`src/rtl/irrigation_pkg.sv`:
```
// Shared codes for the irrigation scheduler and the irrigation-mode FSM:
// soil-moisture codes, request-bus codes and the scheduler state encoding.
package irrigation_pkg;

    // Soil-moisture sensor codes
    localparam logic [1:0] WET    = 2'b00;
    localparam logic [1:0] DRY    = 2'b01;
    localparam logic [1:0] VDRY   = 2'b10;
    localparam logic [1:0] SFAULT = 2'b11;

    // Request codes on the rega bus (bit1 sprinkler, bit0 drip)
    localparam logic [1:0] NADA = 2'b00;
    localparam logic [1:0] GOT  = 2'b01;
    localparam logic [1:0] ASP  = 2'b10;

    typedef enum logic [2:0] {
        S_IDLE  = 3'd0,
        S_PRIME = 3'd1,
        S_RUN   = 3'd2,
        S_COOL  = 3'd3,
        S_FAULT = 3'd4
    } sched_state_t;

    // Moisture codes that ask for irrigation map one-to-one onto rega codes
    function automatic logic is_request(input logic [1:0] m);
        return (m == DRY) || (m == VDRY);
    endfunction

endpackage

```
`src/rtl/irrigation_scheduler_timer.sv`:
```
// Shared cycle counter for the scheduler: synchronous clear and increment,
// with terminal compares for priming, minimum run, maximum run and cooldown.
module sched_timer #(
    parameter int unsigned PRIME_CYCLES = 4,
    parameter int unsigned MIN_RUN      = 8,
    parameter int unsigned MAX_RUN      = 32,
    parameter int unsigned COOLDOWN     = 3,
    parameter int unsigned CW           = 6
) (
    input  logic CLK,
    input  logic resetN,
    input  logic clr_i,
    input  logic inc_i,
    output logic prime_done_o,
    output logic min_met_o,
    output logic max_hit_o,
    output logic cool_done_o
);

    logic [CW-1:0] cnt_q;
    logic [CW-1:0] cnt_d;

    // Clear has priority over increment; otherwise the count holds
    always_comb begin
        cnt_d = cnt_q;
        if (clr_i) begin
            cnt_d = '0;
        end else if (inc_i) begin
            cnt_d = cnt_q + 1'b1;
        end
    end

    // Counter register, asynchronously cleared
    always_ff @(posedge CLK or posedge resetN) begin
        if (resetN) begin
            cnt_q <= '0;
        end else begin
            cnt_q <= cnt_d;
        end
    end

    assign prime_done_o = (cnt_q == CW'(PRIME_CYCLES - 1));
    assign min_met_o    = (cnt_q >= CW'(MIN_RUN - 1));
    assign max_hit_o    = (cnt_q == CW'(MAX_RUN - 1));
    assign cool_done_o  = (cnt_q == CW'(COOLDOWN - 1));

endmodule

```
`src/rtl/irrigation_scheduler.sv`:
```
// Irrigation sequencing controller: primes the pump, requests drip or
// sprinkler on rega, bounds run time, cools down, and locks out on a
// moisture-sensor fault. Outputs decode from registered state only.
module irrigation_scheduler
    import irrigation_pkg::*;
#(
    parameter int unsigned PRIME_CYCLES = 4,
    parameter int unsigned MIN_RUN      = 8,
    parameter int unsigned MAX_RUN      = 32,
    parameter int unsigned COOLDOWN     = 3,
    parameter int unsigned CW           = 6
) (
    input  logic       CLK,
    input  logic       resetN,
    input  logic       enable,
    input  logic [1:0] moist,
    input  logic       water_ok,
    output logic [1:0] rega,
    output logic       pump_on,
    output logic       busy,
    output logic       fault
);

    sched_state_t state_q, state_d;
    logic [1:0]   mode_q, mode_d;
    logic         mode_switch;
    logic         timer_clr;
    logic         timer_inc;
    logic         prime_done, min_met, max_hit, cool_done;

    sched_timer #(
        .PRIME_CYCLES(PRIME_CYCLES),
        .MIN_RUN     (MIN_RUN),
        .MAX_RUN     (MAX_RUN),
        .COOLDOWN    (COOLDOWN),
        .CW          (CW)
    ) u_timer (
        .CLK         (CLK),
        .resetN      (resetN),
        .clr_i       (timer_clr),
        .inc_i       (timer_inc),
        .prime_done_o(prime_done),
        .min_met_o   (min_met),
        .max_hit_o   (max_hit),
        .cool_done_o (cool_done)
    );

    // State and latched mode registers, asynchronously reset to IDLE/none
    always_ff @(posedge CLK or posedge resetN) begin
        if (resetN) begin
            state_q <= S_IDLE;
            mode_q  <= NADA;
        end else begin
            state_q <= state_d;
            mode_q  <= mode_d;
        end
    end

    // Next-state logic plus Moore output decode from state_q/mode_q
    always_comb begin
        state_d     = state_q;
        mode_d      = mode_q;
        mode_switch = 1'b0;
        rega        = NADA;
        pump_on     = 1'b0;
        busy        = 1'b0;
        fault       = 1'b0;

        case (state_q)
            S_IDLE: begin
                if (moist == SFAULT) begin
                    state_d = S_FAULT;
                end else if (enable && water_ok && is_request(moist)) begin
                    state_d = S_PRIME;
                    mode_d  = moist;
                end
            end

            S_PRIME: begin
                pump_on = 1'b1;
                busy    = 1'b1;
                if (moist == SFAULT) begin
                    state_d = S_FAULT;
                end else if (!water_ok) begin
                    state_d = S_COOL;
                end else if (prime_done) begin
                    state_d = S_RUN;
                end
            end

            S_RUN: begin
                pump_on = 1'b1;
                busy    = 1'b1;
                rega    = mode_q;
                if (moist == SFAULT) begin
                    state_d = S_FAULT;
                end else if (!water_ok) begin
                    // Supply loss aborts at once, ignoring the minimum run
                    state_d = S_COOL;
                end else if (max_hit) begin
                    state_d = S_COOL;
                end else if (min_met && ((moist == WET) || !enable)) begin
                    state_d = S_COOL;
                end else if (min_met && is_request(moist) && (moist != mode_q)) begin
                    // Direct handover between drip and sprinkler, no idle gap
                    mode_d      = moist;
                    mode_switch = 1'b1;
                end
            end

            S_COOL: begin
                busy = 1'b1;
                if (moist == SFAULT) begin
                    state_d = S_FAULT;
                end else if (cool_done) begin
                    state_d = S_IDLE;
                end
            end

            S_FAULT: begin
                fault = 1'b1;
                // Operator must drop enable once the sensor has recovered
                if ((moist != SFAULT) && !enable) begin
                    state_d = S_IDLE;
                end
            end

            default: begin
                state_d = S_IDLE;
            end
        endcase
    end

    assign timer_clr = (state_d != state_q) || mode_switch;
    assign timer_inc = (state_q == S_PRIME) || (state_q == S_RUN) || (state_q == S_COOL);

endmodule
```
`config.mk`:
```
export PLATFORM = sky130hd
export DESIGN_NAME = irrigation_scheduler
export DESIGN_NICKNAME = d
export VERILOG_FILES = /design/src/rtl/irrigation_pkg.sv /design/src/rtl/irrigation_scheduler_timer.sv /design/src/rtl/irrigation_scheduler.sv
export SDC_FILE = /design/constraint.sdc
export NUM_CORES = 1
export LEC_CHECK = 0
export BUFFER_PORTS_ARGS = -buffer_cell sky130_fd_sc_hd__buf_2
export CORE_ASPECT_RATIO = 0.9
export CORE_MARGIN = 2
export CORE_UTILIZATION = 30
export CTS_CLUSTER_SIZE = 30
export DETAILED_ROUTE_END_ITERATION = 10
export PLACE_DENSITY = 0.51
export SETUP_SLACK_MARGIN = 0.05
export SLEW_MARGIN = 20
export SYNTH_ARGS = -nofsm -noshare
export SYNTH_HDL_FRONTEND = slang
export SYNTH_SLANG_ARGS = --single-unit
```
`constraint.sdc`:
```
create_clock -name CLK -period 2 [get_ports CLK]
set_clock_uncertainty 0.05 [all_clocks]
set_input_delay 0 -clock CLK [delete_from_list [all_inputs] [get_ports CLK]]
set_output_delay 0 -clock CLK [all_outputs]
set_load 0.01 [all_outputs]
```
* Word level (Yosys, flattened, before mapping)
Index checks and enable logic that the tools add are counted.
** Storage, ports and cells
- Logic and storage cells :: 77
- Register bits after elaboration :: 11
- Output and inout port bits :: 5
** Cells by class
- Add/subtract/negate cells :: 1
- Order comparisons :: 1
- Mux-type cells :: 33
- Reductions and logical operators :: 19
- Equality and inequality tests :: 20
** Operators by type and width (number)
- $mux 3 :: 12
- $mux 2 :: 8
- $ne 2x2->1 const B :: 8
- $pmux 3 s5 :: 1
- $eq 6x2->1 const B :: 2
- $mux 6 :: 2
- $mux 1 :: 9
- $reduce_and 8->1 :: 1
- $add 6x1->6 const B :: 1
- $eq 3x2->1 const B :: 2
- $eq 6x5->1 const B :: 1
- $ge 6x3->1 const B :: 1
- $logic_and 1x1->1 :: 6
- $logic_or 1x1->1 :: 5
- $eq 2x2->1 const B :: 2
- $pmux 2 s2 :: 1
- $reduce_bool 2->1 :: 2
- $eq 3x1->1 const B :: 1
- $eq 3x3->1 const B :: 1
- $logic_not 3->1 :: 1
- $ne 3x3->1 :: 1
- $reduce_or 3->1 :: 1
- $eq 2x1->1 const B :: 1
- $logic_not 2->1 :: 1
- 3 further kinds :: 3

* Logic depth before layout (Yosys ltp)
- Depth after elaboration :: 12
- Mapped depth :: 7
- Mapped depth without buffers :: 7

* Modules after synthesis
A second synthesis with hierarchy kept.
** Second synthesis, totals
- Cell total of the unflattened synthesis :: 90
- Area total of the unflattened synthesis :: 804.5 um^2
** Modules (own cells, without submodules)
- irrigation_scheduler :: cells each 56, area an instance 470.5 um^2, instances 1, sequential area each 125.1 um^2
- sched_timer :: cells each 34, area an instance 334.1 um^2, instances 1, sequential area each 150.1 um^2

* Worst setup path after synthesis
OpenSTA, ideal clock, no wires.
- Path type :: reg2reg
- Start point :: register u_timer.cnt_q[0]
- End point :: register u_timer.cnt_q[1]
- Clock period less this slack :: 1.754 ns
- Cell stages (with the launch flop) :: 7
- Setup slack :: 0.246 ns
- Library setup time :: 0.128 ns
- Data arrival time :: 1.576 ns
- Cell sequence :: dfrtp_1 ha_1 o21ai_1 a22o_1 or4b_1 nand4_2 a211oi_1
** On the way
- Word-level cells in the longest chain between the ends :: 11
- Elaborated cells between the ends (all ways) :: 29
- Classes of those cells :: add/sub: 1; order compare: 1; eq/ne: 4; mux: 18; reduce/logical: 5
** RTL lines
- start, declared :: line irrigation_scheduler_timer.sv:20 : logic [CW-1:0] cnt_q;
- start signal, assigned :: line irrigation_scheduler_timer.sv:38 : cnt_q <= cnt_d;
- parallel branches: the longest is 11 deep, another holds $ge 6x3->1
Several ways; the timed one is not identified. The select of a mux whose other input is x is not followed.
A chain may end at the register's enable or synchronous reset.

* Worst setup path after layout
- Start point :: input moist[0]
- End point :: register u_timer.cnt_q[1]
** On the way
- Word-level cells in the longest chain between the ends :: 12
- Elaborated cells between the ends (all ways) :: 33
- Classes of those cells :: eq/ne: 6; mux: 17; reduce/logical: 10
** RTL lines
- start, declared :: line irrigation_scheduler.sv:16 : input logic [1:0] moist,
- parallel branches: the longest is 10 deep, another holds $pmux 3 s5
- $logic_or 1x1->1 (*) :: line irrigation_scheduler.sv:134 : assign timer_clr = (state_d != state_q) || mode_switch;
- $mux 6 / $reduce_bool 2->1 (equally long branches)
Every way passes the cells marked *.

==> impl_metrics.toml <==
[hold_path]
hp-class = "in2reg"
hold_start = "enable"

[layout]
layout-drive-gt1-share = 0.223
area_growth_pct = 19.1
antennaDiodeCount = 0
final_cell_mix = "10 x buf_2, 10 x dfrtp_1, 9 x nor2_1, 7 x nand2_1"
layout.nets = 124

[timing]
rsz0062_at_grt = "no"
fmax_mhz = 537
fin_setup_tns_ns = 0
hold_viol = 0
period_share = 0.930
setup_viol = 0
tightest_slew_ns = 0.545
whs_ns = 0.00958
relSlewSlack = 0.634
drv_slew = 0
period_minus_slack_ns = 1.86

[cts]
clk_pin_slew_ns = 0.08
cts-buffers-inserted = 3
cts_max_level = 1
cts_num_sinks = 11
cts_buffer_depth = 2
tritoncts = "built"
clk-insertion-delay-late_ns = 0.28
clockRootBuffer = "clkbuf_4"

[synthesis]
syn-num-nets = 106
syn_area_per_cell_sq_um = 8.69
synth_top_area_share = 0.333
ys_warn_count = 0
synthArstFlopShare = 1.00
yosysUniqueCellTypes = 38
synthesis.area_sq_um = 826
synthFlopType = "dfrtp_1"
synth_cells = 95
ys_seq_area_frac = 0.333
synth.largest_area_cell = "dfrtp_1"
ys_ff_latch = 11
synthTopCellsByArea = "dfrtp_1 33%, ha_1 7.6%, xnor2_1 4.2%"
synth-edff-count = 0

[die]
die_h_um = 53.8
die_x_um = 59.3
core_sq_um = 2680
num_io_pins = 11
rows = 18
start_util = 0.308
die-area_sq_um = 3190

[placed_design]
gp_congestion = 0.757
dp_hpwl_um = 1390
portBuffers = 10

[power_and_ir_drop]
powerDensity_nw_per_um2 = 801
max-vdd-ir-drop_v = 0.000401
p_total_uw = 787
p_leak_nw = 0.416

[critical_path]
cpPeakStageDelay_ns = 0.52
critical_path.max_fanout = 6
timing.rr.start = "u_timer.cnt_q[1]"
crit_buf_inv = 3
rrSetupSlack_ns = 0.15
slowest_stage = "dlygate4sd3_1"
crit_type = "in2reg"
startpoint = "moist[0]"
worstPathCellList = "dlygate4sd3_1 -> buf_2 -> inv_1 -> ha_1 -> a31oi_1 -> or4_1 -> a31o_1 -> nand4_2 -> a211oi_1"
startpoint_type = "input port"
required_ns = 2.11
critical_path_arrival_ns = 1.97
end_kind = "register"
cp_top_family = "buffers and inverters"

[route]
drc_errors = 0
wl_per_cell_um = 13.1
vias_per_cell = 5.13
vias = 728
first_pass_iters = 4
drt.antenna.violating_nets = 0
drtIter0Drc = 22
wl_um = 1860

[global_routing]
grt_overflow = 0
grtUsageTotal = 0.132
grt_max_degree = 12
antenna_found_initial = 0
grt_pass1_wl_um = 3080
grt_pass1_vias = 652

[job]
drv_cap = 0

[status]
outcome = "finished clean"
[power by group]
group	leakage (nW)	internal (mW)	switching, mW	total [mW]
Sequential	0.145	0.272	0.0603	0.332
Combinational	0.257	0.146	0.148	0.293
Clock	0.0150	0.0774	0.0842	0.162
Total	0.416	0.495	0.292	0.787
[worst paths after layout]
path                                         end  cells past startpoint
worst max-delay path            u_timer.cnt_q[1]                      9
worst min-delay path                  state_q[2]                      3
worst max register to register  u_timer.cnt_q[1]                      6
worst min register to register         mode_q[1]                      1
max in group asynchronous       u_timer.cnt_q[0]                      3
min in group asynchronous       u_timer.cnt_q[4]                      3
[state kept, by name (all words and copies together), names as in the netlist]
name,cells
u_timer.cnt_q,6
mode_q,2
state_q,3
[through the flow]
stage	cells	instance area (sq um)	setup WS, ns	utilization
3_3_place_gp	134	916	0.125	0.342
6_report	142	983	0.139	0.367
3_5_place_dp	134	916	0.102	0.342
2_1_floorplan	95	826	0.246	-
5_1_grt	142	983	0.0635	0.367
4_1_cts	141	972	0.0913	0.363
[repair_timing]
| item | in CTS | in global routing |
|---|---|---|
| hold endpoints to repair | 13 | 0 |
| endpoints found under the setup margin | 0 | 6 |
| hold buffers | 3 | 0 |
| setup buffers | 0 | 1 |
| gates resized for setup | 0 | 2 |
[final cells by class]
cell class / count / area, sq um
clock buffers: 4 / 26.3
fillers: 285 / 1700
repair buffers: 17 / 110
multi-input cells: 75 / 514
inverters: 5 / 18.8
flip-flops and latches: 11 / 277
well taps: 30 / 37.5
[worst register-to-register path, stage by stage, from the launching register on]
cell and delay (ns):
dfrtp_1 0.41, ha_2 0.24, o21ai_1 0.08, a22o_1 0.23
or4b_1 0.48, nand4_2 0.17, a211oi_1 0.07
[logic make-up (layout without fill, tap and decap cells)]
| family | count (synthesis) | after routing | synth area share |
|---|---|---|---|
| fa+ha+maj | 5 | 5 | 0.0758 |
| xor+xnor | 7 | 7 | 0.0742 |
| simple gates | 40 | 40 | 0.276 |
| flops | 11 | 11 | 0.333 |
| buf+inv | 9 | 26 | 0.0470 |
| compound gates | 21 | 21 | 0.167 |
| mux | 2 | 2 | 0.0273 |
[per-layer routing]
metal | wire [um] | GRT usage
met2 | 806 | 0.194
met1 | 919 | 0.180
met5 | 0 | 0
met4 | 44 | 0.0909
met3 | 86 | 0.0144
[cell usage after synthesis (all sizes together), types with 3 or more instances]
library cell / number
dfrtp: 11
nor2: 9
nand2: 7
a21oi: 5
ha: 5
inv: 5
o21ai: 5
buf: 4
nand4: 4
nor3: 4
xnor2: 4
a31oi: 3
nand2b: 3
xor2: 3
(Power assumes the default switching activity.)
